### config.mk
export PLATFORM = sky130hd
export DESIGN_NAME = min_sequencer
export DESIGN_NICKNAME = d
export VERILOG_FILES = /design/src/rtl/min_sequencer.sv
export SDC_FILE = /design/constraint.sdc
export NUM_CORES = 1
export LEC_CHECK = 0
export ABC_AREA = 0
export CORE_ASPECT_RATIO = 0.9
export CORE_MARGIN = 1.5
export CORE_UTILIZATION = 47
export DETAILED_ROUTE_END_ITERATION = 8
export PLACE_DENSITY = 0.78
export SYNTH_ARGS = -nofsm -noshare
export SYNTH_HDL_FRONTEND = slang
export SYNTH_SLANG_ARGS = --single-unit
### constraint.sdc
create_clock -name i_clk -period 2 [get_ports i_clk]
set_input_delay 0.3 -clock i_clk [delete_from_list [all_inputs] [get_ports i_clk]]
set_output_delay 0.3 -clock i_clk [all_outputs]
set_load 0.01 [all_outputs]
### src/rtl/min_sequencer.sv
// Serial minimum finder: streams N operands through one shared 2-input min datapath
// and reports the minimum value plus the index of its first occurrence.

module min_calculator_2num (
  input  logic [3:0] i_a,
  input  logic [3:0] i_b,
  output logic [3:0] o_min,
  output logic       o_b_less
);
  // Strict compare so equal values keep the earlier operand.
  assign o_b_less = (i_b < i_a);
  assign o_min    = o_b_less ? i_b : i_a;
endmodule

module min_sequencer #(
  parameter int N = 4,
  parameter int W = 4
) (
  input  logic           i_clk,
  input  logic           i_rst,
  input  logic           i_start,
  input  logic           i_in_valid,
  input  logic [W-1:0]   i_in_data,
  output logic           o_in_ready,
  output logic           o_busy,
  output logic           o_out_valid,
  output logic [2*W-1:0] o_out_min,
  output logic [3:0]     o_out_idx,
  input  logic           i_out_ack
);

  typedef enum logic [1:0] {
    IDLE    = 2'd0,
    COLLECT = 2'd1,
    DONE    = 2'd2
  } state_t;

  state_t     r_state, w_nextState;
  logic [3:0] r_cur, r_idx, r_cnt;
  logic [3:0] w_nextCur, w_nextIdx, w_nextCnt;
  logic [3:0] w_min;
  logic       w_less;

  min_calculator_2num u_min (
    .i_a      (r_cur),
    .i_b      (i_in_data),
    .o_min    (w_min),
    .o_b_less (w_less)
  );

  always_ff @(posedge i_clk) begin
    if (i_rst) begin
      r_state <= IDLE;
      r_cur   <= 4'd0;
      r_idx   <= 4'd0;
      r_cnt   <= 4'd0;
    end else begin
      r_state <= w_nextState;
      r_cur   <= w_nextCur;
      r_idx   <= w_nextIdx;
      r_cnt   <= w_nextCnt;
    end
  end

  always_comb begin
    w_nextState = r_state;
    w_nextCur   = r_cur;
    w_nextIdx   = r_idx;
    w_nextCnt   = r_cnt;
    unique case (r_state)
      IDLE: begin
        if (i_start) begin
          w_nextState = COLLECT;
          w_nextCnt   = 4'd0;
        end
      end
      COLLECT: begin
        // in_ready is constant high here, so in_valid alone qualifies an accept.
        if (i_in_valid) begin
          if (r_cnt == 4'd0) begin
            w_nextCur = i_in_data;
            w_nextIdx = 4'd0;
          end else if (w_less) begin
            w_nextCur = w_min;
            w_nextIdx = r_cnt;
          end
          w_nextCnt = r_cnt + 4'd1;
          if (r_cnt == 4'(N - 1)) begin
            w_nextState = DONE;
          end
        end
      end
      DONE: begin
        if (i_out_ack) begin
          w_nextState = IDLE;
        end
      end
      default: w_nextState = IDLE;
    endcase
  end

  assign o_in_ready  = (r_state == COLLECT);
  assign o_busy      = (r_state == COLLECT) || (r_state == DONE);
  assign o_out_valid = (r_state == DONE);
  assign o_out_min   = {{W{1'b0}}, r_cur};
  assign o_out_idx   = r_idx;

endmodule

==> metrics.cfg <==
[run_status]
run_status = complete, no violations

[clock_tree]
clock_path_buffers = 2
cts_num_sinks = 14
clkTransAtPathRegs_ns = 0.08
post-cts-setup-buffer-count = 0
cts_buffers = 3
root_buffer = clkbuf_4
clock_latency_ns = 0.28
cts_tree = built
h-tree-depth = 1

[layout]
finalNetCount = 138
fillers = 148
diodes = 0
final_layout_size_suffix_gt1_share_pct = 8.40
layout.cells.most_common = clkdlybuf4s50_1
fin_util_pct = 66.0
layout_common_cells = clkdlybuf4s50_1 (19), nand2b_1 (14), dfxtp_1 (14)
area_growth_pct = 27.3

[logic_synthesis]
synth_cell_types = 28
ys_seq_area_share_pct = 31.2
avgSynthCellArea_um2 = 9.09
ys.flop_type = dfxtp_1
async_reset_ff_share_pct = 0
syn_area_um2 = 900
synth-seq-cells = 14
syn-instance-count = 99
synth-edff-count = 0
yosys_warnings = 0

[min_path]
hold_class = flip-flop to flip-flop

[sta]
fmax_mhz = 527
rsz0062_at_grt = false
slew_headroom_pct = 56.4
hold_violations = 0
holdWs_ns = 0.476
timing.final.ws_setup_ns = 0.103
tightest_slew_ns = 0.655
period_minus_slack_ns = 1.90
slew_viol_final = 0
setup_viol = 0
period_share_pct = 94.8
fin_skew_ns = 0.000964

[routing]
drt.antenna.violating_nets = 0
drcViolationCount = 0
vias = 730
wl_met2_um = 732
drt_iter0_drc = 10
wl_met1_um = 746
first_pass_iters = 4
wl_met3_um = 85
wl_um = 1580
top_layer = met4
wl_per_cell_um = 11.0
viasPerCell = 5.10

[floorplan]
num_rows = 14
initial_core_util_pct = 51.9
dieArea_um2 = 2190
design.core.area_um2 = 1730
die_h_um = 44.5
dieWidth_um = 49.1
ios = 24

[global_routing]
grt_first_pass_wirelength_um = 2810
antenna_found_initial = 0
grt_pass1_vias = 685
grt_max_degree = 15
overflow = 0
grt_usage_pct = 16.8

[critical_path]
critical_path_class = flip-flop to output pin
crit_chain = inv_1, ha_1, clkdlybuf4s50_1
critPathCaptureType = output pin
worstPathRequired_ns = 1.70
max_stage_delay_ns = 0.52
path_delay_family = buffers and inverters
cp_num_buf_inv = 2
crit_arrival_ns = 1.60
startpoint_type = flip-flop
critPathSlowestCell = clkdlybuf4s50_1
worstPathMaxFanout = 3

[place]
place.port_buffers = 19
dp_hpwl_um = 1270
dpl_worst_slack_ns = -0.105
gp_congestion = 0.752

[power_and_ir_drop]
p_per_area_nw_per_um2 = 894
max-vdd-ir-drop_v = 0.000638
p_leak_uw = 0.000458

[job]
maxCapViolations = 0

## final cells by class
type                    count  area [um^2]  share of cell area, %
multi-input cells          73          571                   49.8
clock buffers               4         36.3                   3.17
repair buffers             20          198                   17.3
inverters                   8         30.0                   2.62
well taps                  24         30.0                   2.62
flip-flops and latches     14          280                   24.5
## synth_stat cells (2+ instances only)
master | instances | area, um^2
a21oi_1 | 4 | 20.0
buf_4 | 4 | 30.0
clkbuf_1 | 2 | 7.51
dfxtp_1 | 14 | 280
ha_1 | 9 | 113
inv_1 | 8 | 30.0
mux2i_1 | 10 | 100
nand2_1 | 3 | 11.3
nand2b_1 | 14 | 87.6
nor2_1 | 5 | 18.8
nor2b_1 | 3 | 18.8
nor3_1 | 2 | 10.0
nor3b_1 | 2 | 15.0
nor4_1 | 2 | 12.5
o21ai_0 | 2 | 10.0
o22ai_1 | 2 | 12.5
or3_1 | 2 | 12.5
## flip-flops by register name, summed over array words and instances, names as in the netlist
signal / count
r_cnt: 4
r_state: 2
o_out_idx: 4
r_cur: 4
## timing repair
item / 4_1_cts / 5_1_grt
pin swaps: 0 / 0
gates resized for setup: 1 / 1
cloned: 0 / 0
setup endpoints to repair: 1 / 1
hold buffers: 0 / 0
## kinds of logic after synthesis
group	count (synthesis)	share of synthesized area [%]
multiplexers	10	11.1
other	1	0.417
AO/OA/AOI/OAI	12	11.4
flip-flops	14	31.2
adder cells (fa/ha/maj)	9	12.5
AND/OR/NAND/NOR	38	25.3
buffers and inverters	15	8.07
## metal layers
layer  GRT usage (%)  vias to the layer above
met5               0                        -
met4            6.29                        0
met3            6.08                        4
met2            29.2                       26
met1            19.2                      327
li1                -                      373
## path summary, 6_finish.rpt
path	startpoint	end	slack [ns]	cells past startpoint
min reg2reg	o_out_idx[3]	o_out_idx[3]	0.48	2
max	r_state[0]	o_busy	0.10	3
max reg2reg	r_cnt[0]	r_state[0]	0.20	5
min	o_out_idx[3]	o_out_idx[3]	0.48	2
## where the power goes
| group | internal [uW] | leakage [uW] | total, uW | switching (uW) |
|---|---|---|---|---|
| Combinational | 248 | 0.000323 | 481 | 233 |
| Clock | 111 | 0.0000210 | 200 | 89.2 |
| Sequential | 313 | 0.000113 | 343 | 29.9 |
| Total | 671 | 0.000458 | 1020 | 352 |
## through the flow
| step | total power (uW) | cells | setup TNS (ns) | area, um^2 |
|---|---|---|---|---|
| global route | 1100 | 143 | 0 | 1140 |
| floorplan | 668 | 102 | 0 | 911 |
| finish | 1020 | 143 | 0 | 1140 |
| CTS | 1020 | 143 | 0 | 1130 |
| detailed placement | 818 | 139 | -0.736 | 1100 |
| global placement | 803 | 139 | -0.347 | 1100 |
## worst min-delay path, stage by stage, from the launching register on
cell,delay [ns]
dfxtp_1,0.31
nand2b_1,0.06
mux2i_1,0.06
(Power assumes the default switching activity.)
==> RTL change 1 (same settings) <==
One comparison of `r_cnt` changes from == to >=.
--- a/src/rtl/min_sequencer.sv
+++ b/src/rtl/min_sequencer.sv
@@ -85,7 +85,7 @@
             w_nextIdx = r_cnt;
           end
           w_nextCnt = r_cnt + 4'd1;
-          if (r_cnt == 4'(N - 1)) begin
+          if (r_cnt >= 4'(N - 1)) begin
             w_nextState = DONE;
           end
         end
Formal check against the unedited RTL: no difference found for any inputs over 10 cycles, from zero or initial values and one cycle with i_rst high; that may be too few to reach the edited logic, so the function may still have changed.
==> RTL change 1 against the unedited design <==
  * Wire length is 10% higher
  * Worst setup slack worse by 5.3 ps
  * Final cell count is 6.3% higher
  * Sequential cell count unchanged
  * Total power is 6.5% higher
  * Design area increased by 6.4%
  * Count of clock-buffer cells in the layout is the same
  * Combinational power increased by 12%
  * Largest cell class unchanged
  * Area after synthesis increased by 3.6%
==> RTL change 1: results (changes against the unedited design) <==
status: "completed"
max-clock-path-buffers: 2  # unchanged
r2r_slack_ps: 260  # +60 ps
antennaDiodeCount: 0  # unchanged
ir_drop_v: 0.0005915  # -7.3%
fmax_mhz: 525.8  # -0.28%
p_leak_nw: 0.4912  # +7.3%
viasPerCell: 5.086  # -0.38%
ys_top_cells_by_count: "14 x dfxtp_1, 14 x nand2b_1, 9 x ha_1, 9 x mux2i_1"
fin_util_pct: 64.29  # -1.7 points
gp_congestion: 0.7603  # +1.1%
skew_ps: 4.498  # +3.534 ps
grt_max_degree: 13  # -2
grt_first_pass_wirelength_um: 2994  # +6.6%
post-place-ws_ps: -18.45  # +87.02 ps
synthTopCellsByArea: "dfxtp_1 30%, ha_1 12%, mux2i_1 9.7%"
synth.distinct_cells: 29  # +3.6%
grt_pass1_vias: 713  # +4.1%
p_int_mw: 0.7108  # +5.9%
final_nets: 146  # +5.8%
cts.htree.levels: 1  # unchanged
drive_gt1_share_pct: 14.17  # +5.8 points
track_usage_pct: 17.77  # +0.97 points
post-dp-hpwl_um: 1368  # +7.7%
synth_edf_count: 0  # unchanged
drt_iter0_drc: 13  # +3
post_drt_wl_per_cell_um: 11.43  # +3.6%
fillCellCount: 156  # +5.4%
seq_area_frac_synth_pct: 30.07  # -1.1 points
place_area_um2: 1170  # +6.7%
RTL change 1: power groups by stage:
stage                     Sequential (mW)  Combinational [mW]  Clock (mW)
after floorplan                     0.346               0.338           0
after global placement              0.343               0.511           0
after detailed placement            0.346               0.525           0
after CTS                           0.340               0.534       0.216
after global routing                0.348               0.600       0.228
final                               0.342               0.540       0.208
RTL change 1: path summary, 6_finish.rpt:
path | from | endpoint | depth (start not counted)
max | r_state[0]$_SDFFE_PP0P_ | o_busy | 3
min | o_out_idx[0]$_SDFFE_PP0P_ | o_out_idx[0]$_SDFFE_PP0P_ | 2
max reg2reg | r_state[0]$_SDFFE_PP0P_ | r_state[0]$_SDFFE_PP0P_ | 6
min reg2reg | o_out_idx[0]$_SDFFE_PP0P_ | o_out_idx[0]$_SDFFE_PP0P_ | 2
RTL change 1: worst max-delay path, delay by kind of cell (launching register included):
| kind | cells | cell delay (ps) |
|---|---|---|
| flops | 1 | 410 |
| fa+ha+maj | 1 | 290 |
| buf+inv | 2 | 630 |
RTL change 1: area by class of cell:
cell class	count	area share [%]
clock buffer	4	2.977
tap	25	2.567
sequential	14	23.00
multi-input combinational	78	49.59
timing repair buffer	24	19.71
inverter	7	2.156
RTL change 1: repair_timing:
item | 4_1_cts | 5_1_grt
hold buffers | 0 | 0
buffers inserted | 0 | 0
resized for setup | 1 | 1
endpoints found under the setup margin | 1 | 1
RTL change 1: per-stage QoR:
stage | instances | hold slack (ps) | setup TNS, ps
5_1_grt | 152 | 519.6 | 0
6_report | 152 | 481.9 | 0
4_1_cts | 152 | 488.3 | 0
2_1_floorplan | 106 | 452.1 | 0
3_3_place_gp | 148 | 462.5 | 0
3_5_place_dp | 148 | 472.7 | -18.45
RTL change 1: cells by family (layout without fill, tap and decap cells):
kind of cell    count (synthesis)  count (layout)  share of synthesized area, %
compound gates                 14              14                         11.14
fa+ha+maj                       9               9                         12.08
buf+inv                        14              35                         7.652
flops                          14              14                         30.07
mux                             9               9                         9.665
other cells                     1               4                        0.4023
simple gates                   42              42                         28.99
RTL change 1: routing by layer:
layer	share of wire, %	global-route usage, %
met1	47	21.38
met2	45	30.67
met3	6.6	5.960
met4	0.75	5.000
met5	0	0
==> RTL change 2 (same flow settings) <==
Made on the original files. Re-encode `state_t` (3 states) as one-hot, 3 bits wide.
--- a/src/rtl/min_sequencer.sv
+++ b/src/rtl/min_sequencer.sv
@@ -29,10 +29,10 @@
   input  logic           i_out_ack
 );
 
-  typedef enum logic [1:0] {
-    IDLE    = 2'd0,
-    COLLECT = 2'd1,
-    DONE    = 2'd2
+  typedef enum logic [2:0] {
+    IDLE    = 3'b001,
+    COLLECT = 3'b010,
+    DONE    = 3'b100
   } state_t;
 
   state_t     r_state, w_nextState;
Check against the original RTL: no difference found for any inputs over 10 cycles, from zero or initial values and one cycle with i_rst high; not proved beyond that.
==> RTL change 2 against the unedited design <==
  * Worst setup slack gained 140 ps
  * Via count down 3.4%
  * Design area down 6.8%
  * Utilization fell by 1.9 points
  * Sequential share of layout area increased by 4.0 points
  * Sequential cell count up 1
  * Wire length up 3.2%
  * Fmax is 8.0% higher
  * Clock skew increased by 1.2 ps
  * Area after synthesis is 8.1% lower
  * Synthesized cell count shrank 3.0%
Power is not compared: it rests on default switching activity, and its combinational part moved more than twofold at a synthesized area within 25%.
==> RTL change 2: results (changes against the unedited design) <==
hp-class: "flop to flop"
grt_first_pass_wirelength_um: 2856  # +1.7%
drt_iter0_drc: 7  # -3
min_delay_path_depth: 2  # unchanged
antennaDiodeCount: 0  # unchanged
drt_first_pass_iters: 4  # unchanged
grt_pass1_vias: 702  # +2.5%
routed_wirelength_um: 1630  # +3.2%
worstHoldStart: "o_out_idx[0]$_SDFFE_PP0P_"
vias: 705  # -3.4%
ir_drop_v: 0.0003522
postCtsSetupRepairBufs: 0  # unchanged
hold_path_end: "o_out_idx[0]$_SDFFE_PP0P_"
post-dp-hpwl_um: 1242  # -2.2%
async_flop_share_pct: 0  # unchanged
netlist_instances: 96  # -3.0%
io_buffers: 19  # unchanged
reg2reg_depth: 6  # +1
cp.arrival_ps: 1460  # -140 ps
final_nets: 133  # -3.6%
clk_latency_ps: 280  # about the same
path_max_fanout: 5  # +2
track_usage_pct: 19.24  # +2.4 points
synthTopCellsByArea: "dfxtp_1 36%, mux2i_1 11%, nand2_1 9.1%"
crit_path_max_incr_delay_ps: 390  # -130 ps
r2r_slack_ps: 370  # +170 ps
cts_root_buffer: "clkbuf_4"
max-clock-path-buffers: 2  # unchanged
dpl.cell_count: 138  # -0.72%
start_kind: "flop"
clkTransAtPathRegs_ps: 90
yosys_warnings: 0  # unchanged
cts.repair.resized: 4  # +3
seq_area_frac_synth_pct: 36.31  # +5.2 points
cp_slowest_cell: "or3_4"
p_leak_nw: 0.4394
crit_family: "buffers and inverters"
gp_congestion: 0.8848  # +18%
viasPerCell: 4.965  # -2.7%
drive_gt1_share_pct: 11.86  # +3.5 points
synth.distinct_cells: 29  # +3.6%
r2r-end: "r_cur[3]$_SDFFE_PP0P_"
grt_max_degree: 15  # unchanged
hold_viol_final: 0  # unchanged
antenna_found_initial: 0  # unchanged
ys_top_cells_by_count: "20 x nand2_1, 15 x dfxtp_1, 9 x mux2i_1"
fillCellCount: 135  # -8.8%
skew_ps: 2.187  # +1.223 ps
rr_startpoint: "r_cur[1]$_SDFFE_PP0P_"
status: "completed"
cts.htree.levels: 1  # unchanged
cts_buffers: 3  # unchanged
## RTL change 2: changes by cell type after synthesis, moves of 2 or more
| cell | change |
|---|---|
| nand2_1 | +17 |
| nand2b_1 | -13 |
| ha_1 | -4 |
| a211oi_1 | +3 |
| nor2b_1 | -3 |
| nand3b_1 | +2 |
| nor3_1 | -2 |
| nor4_1 | -2 |
| o22ai_1 | -2 |
| or3_1 | -2 |
| xnor2_1 | +2 |
## RTL change 2: area by class of cell
class	count	area, um^2	share of cell area [%]
tap	24	30.03	2.814
sequential	15	304.0	28.49
multi-input combinational	69	465.4	43.61
clock inverter	1	5.005	0.4689
clock buffer	3	22.52	2.110
inverter	10	38.79	3.634
timing repair buffer	20	201.4	18.87
## RTL change 2: worst max-delay path by stage
stage,end,depth (start not counted),slack [ps],start
after floorplan,o_out_idx[0]$_SDFFE_PP0P_,6,460,r_cur[1]$_SDFFE_PP0P_
after global placement,o_out_idx[1]$_SDFFE_PP0P_,6,50,i_in_data[1]
after detailed placement,r_cur[3]$_SDFFE_PP0P_,6,-5,i_in_data[1]
after CTS,o_busy,4,9,r_state[1]$_SDFFE_PP0P_
after global routing,r_cur[2]$_SDFFE_PP0P_,6,180,i_in_data[1]
final,o_in_ready,4,240,r_state[1]$_SDFFE_PP0P_
## RTL change 2: tightest hold or removal path: cells and delay by family, from the launching register on
family           cells  cell delay, ps
flip-flops           1             320
multiplexers         1              50
AND/OR/NAND/NOR      1              50
## RTL change 2: logic make-up (layout without fill, tap and decap cells)
group | after synthesis | count (layout) | share of synthesized area, %
xor+xnor | 2 | 2 | 2.118
compound gates | 16 | 16 | 14.83
flops | 15 | 15 | 36.31
mux | 9 | 9 | 10.89
fa+ha+maj | 5 | 5 | 7.564
buf+inv | 15 | 34 | 8.773
simple gates | 33 | 33 | 19.06
other cells | 1 | 4 | 0.4534
## RTL change 2: report_power, final
group          switching, mW  internal, mW
clock                 0.0983        0.0741
sequential           0.00649         0.304
combinational         0.0370        0.0360
total                  0.142         0.414
## RTL change 2: per-stage QoR
step / hold slack [ps] / cell area, um^2 / setup WS [ps]
final: 464.0 / 1067 / 244.3
after global routing: 494.7 / 1067 / 179.5
after CTS: 467.4 / 1062 / 9.453
after detailed placement: 451.6 / 1032 / -5.376
after global placement: 445.8 / 1032 / 51.87
after floorplan: 372.4 / 838.3 / 463.2
## RTL change 2: layer usage
metal,part of all wire [%],global-route usage [%]
met5,0,0
met4,0.49,1.667
met3,3.7,5.106
met2,48,34.25
met1,47,23.42
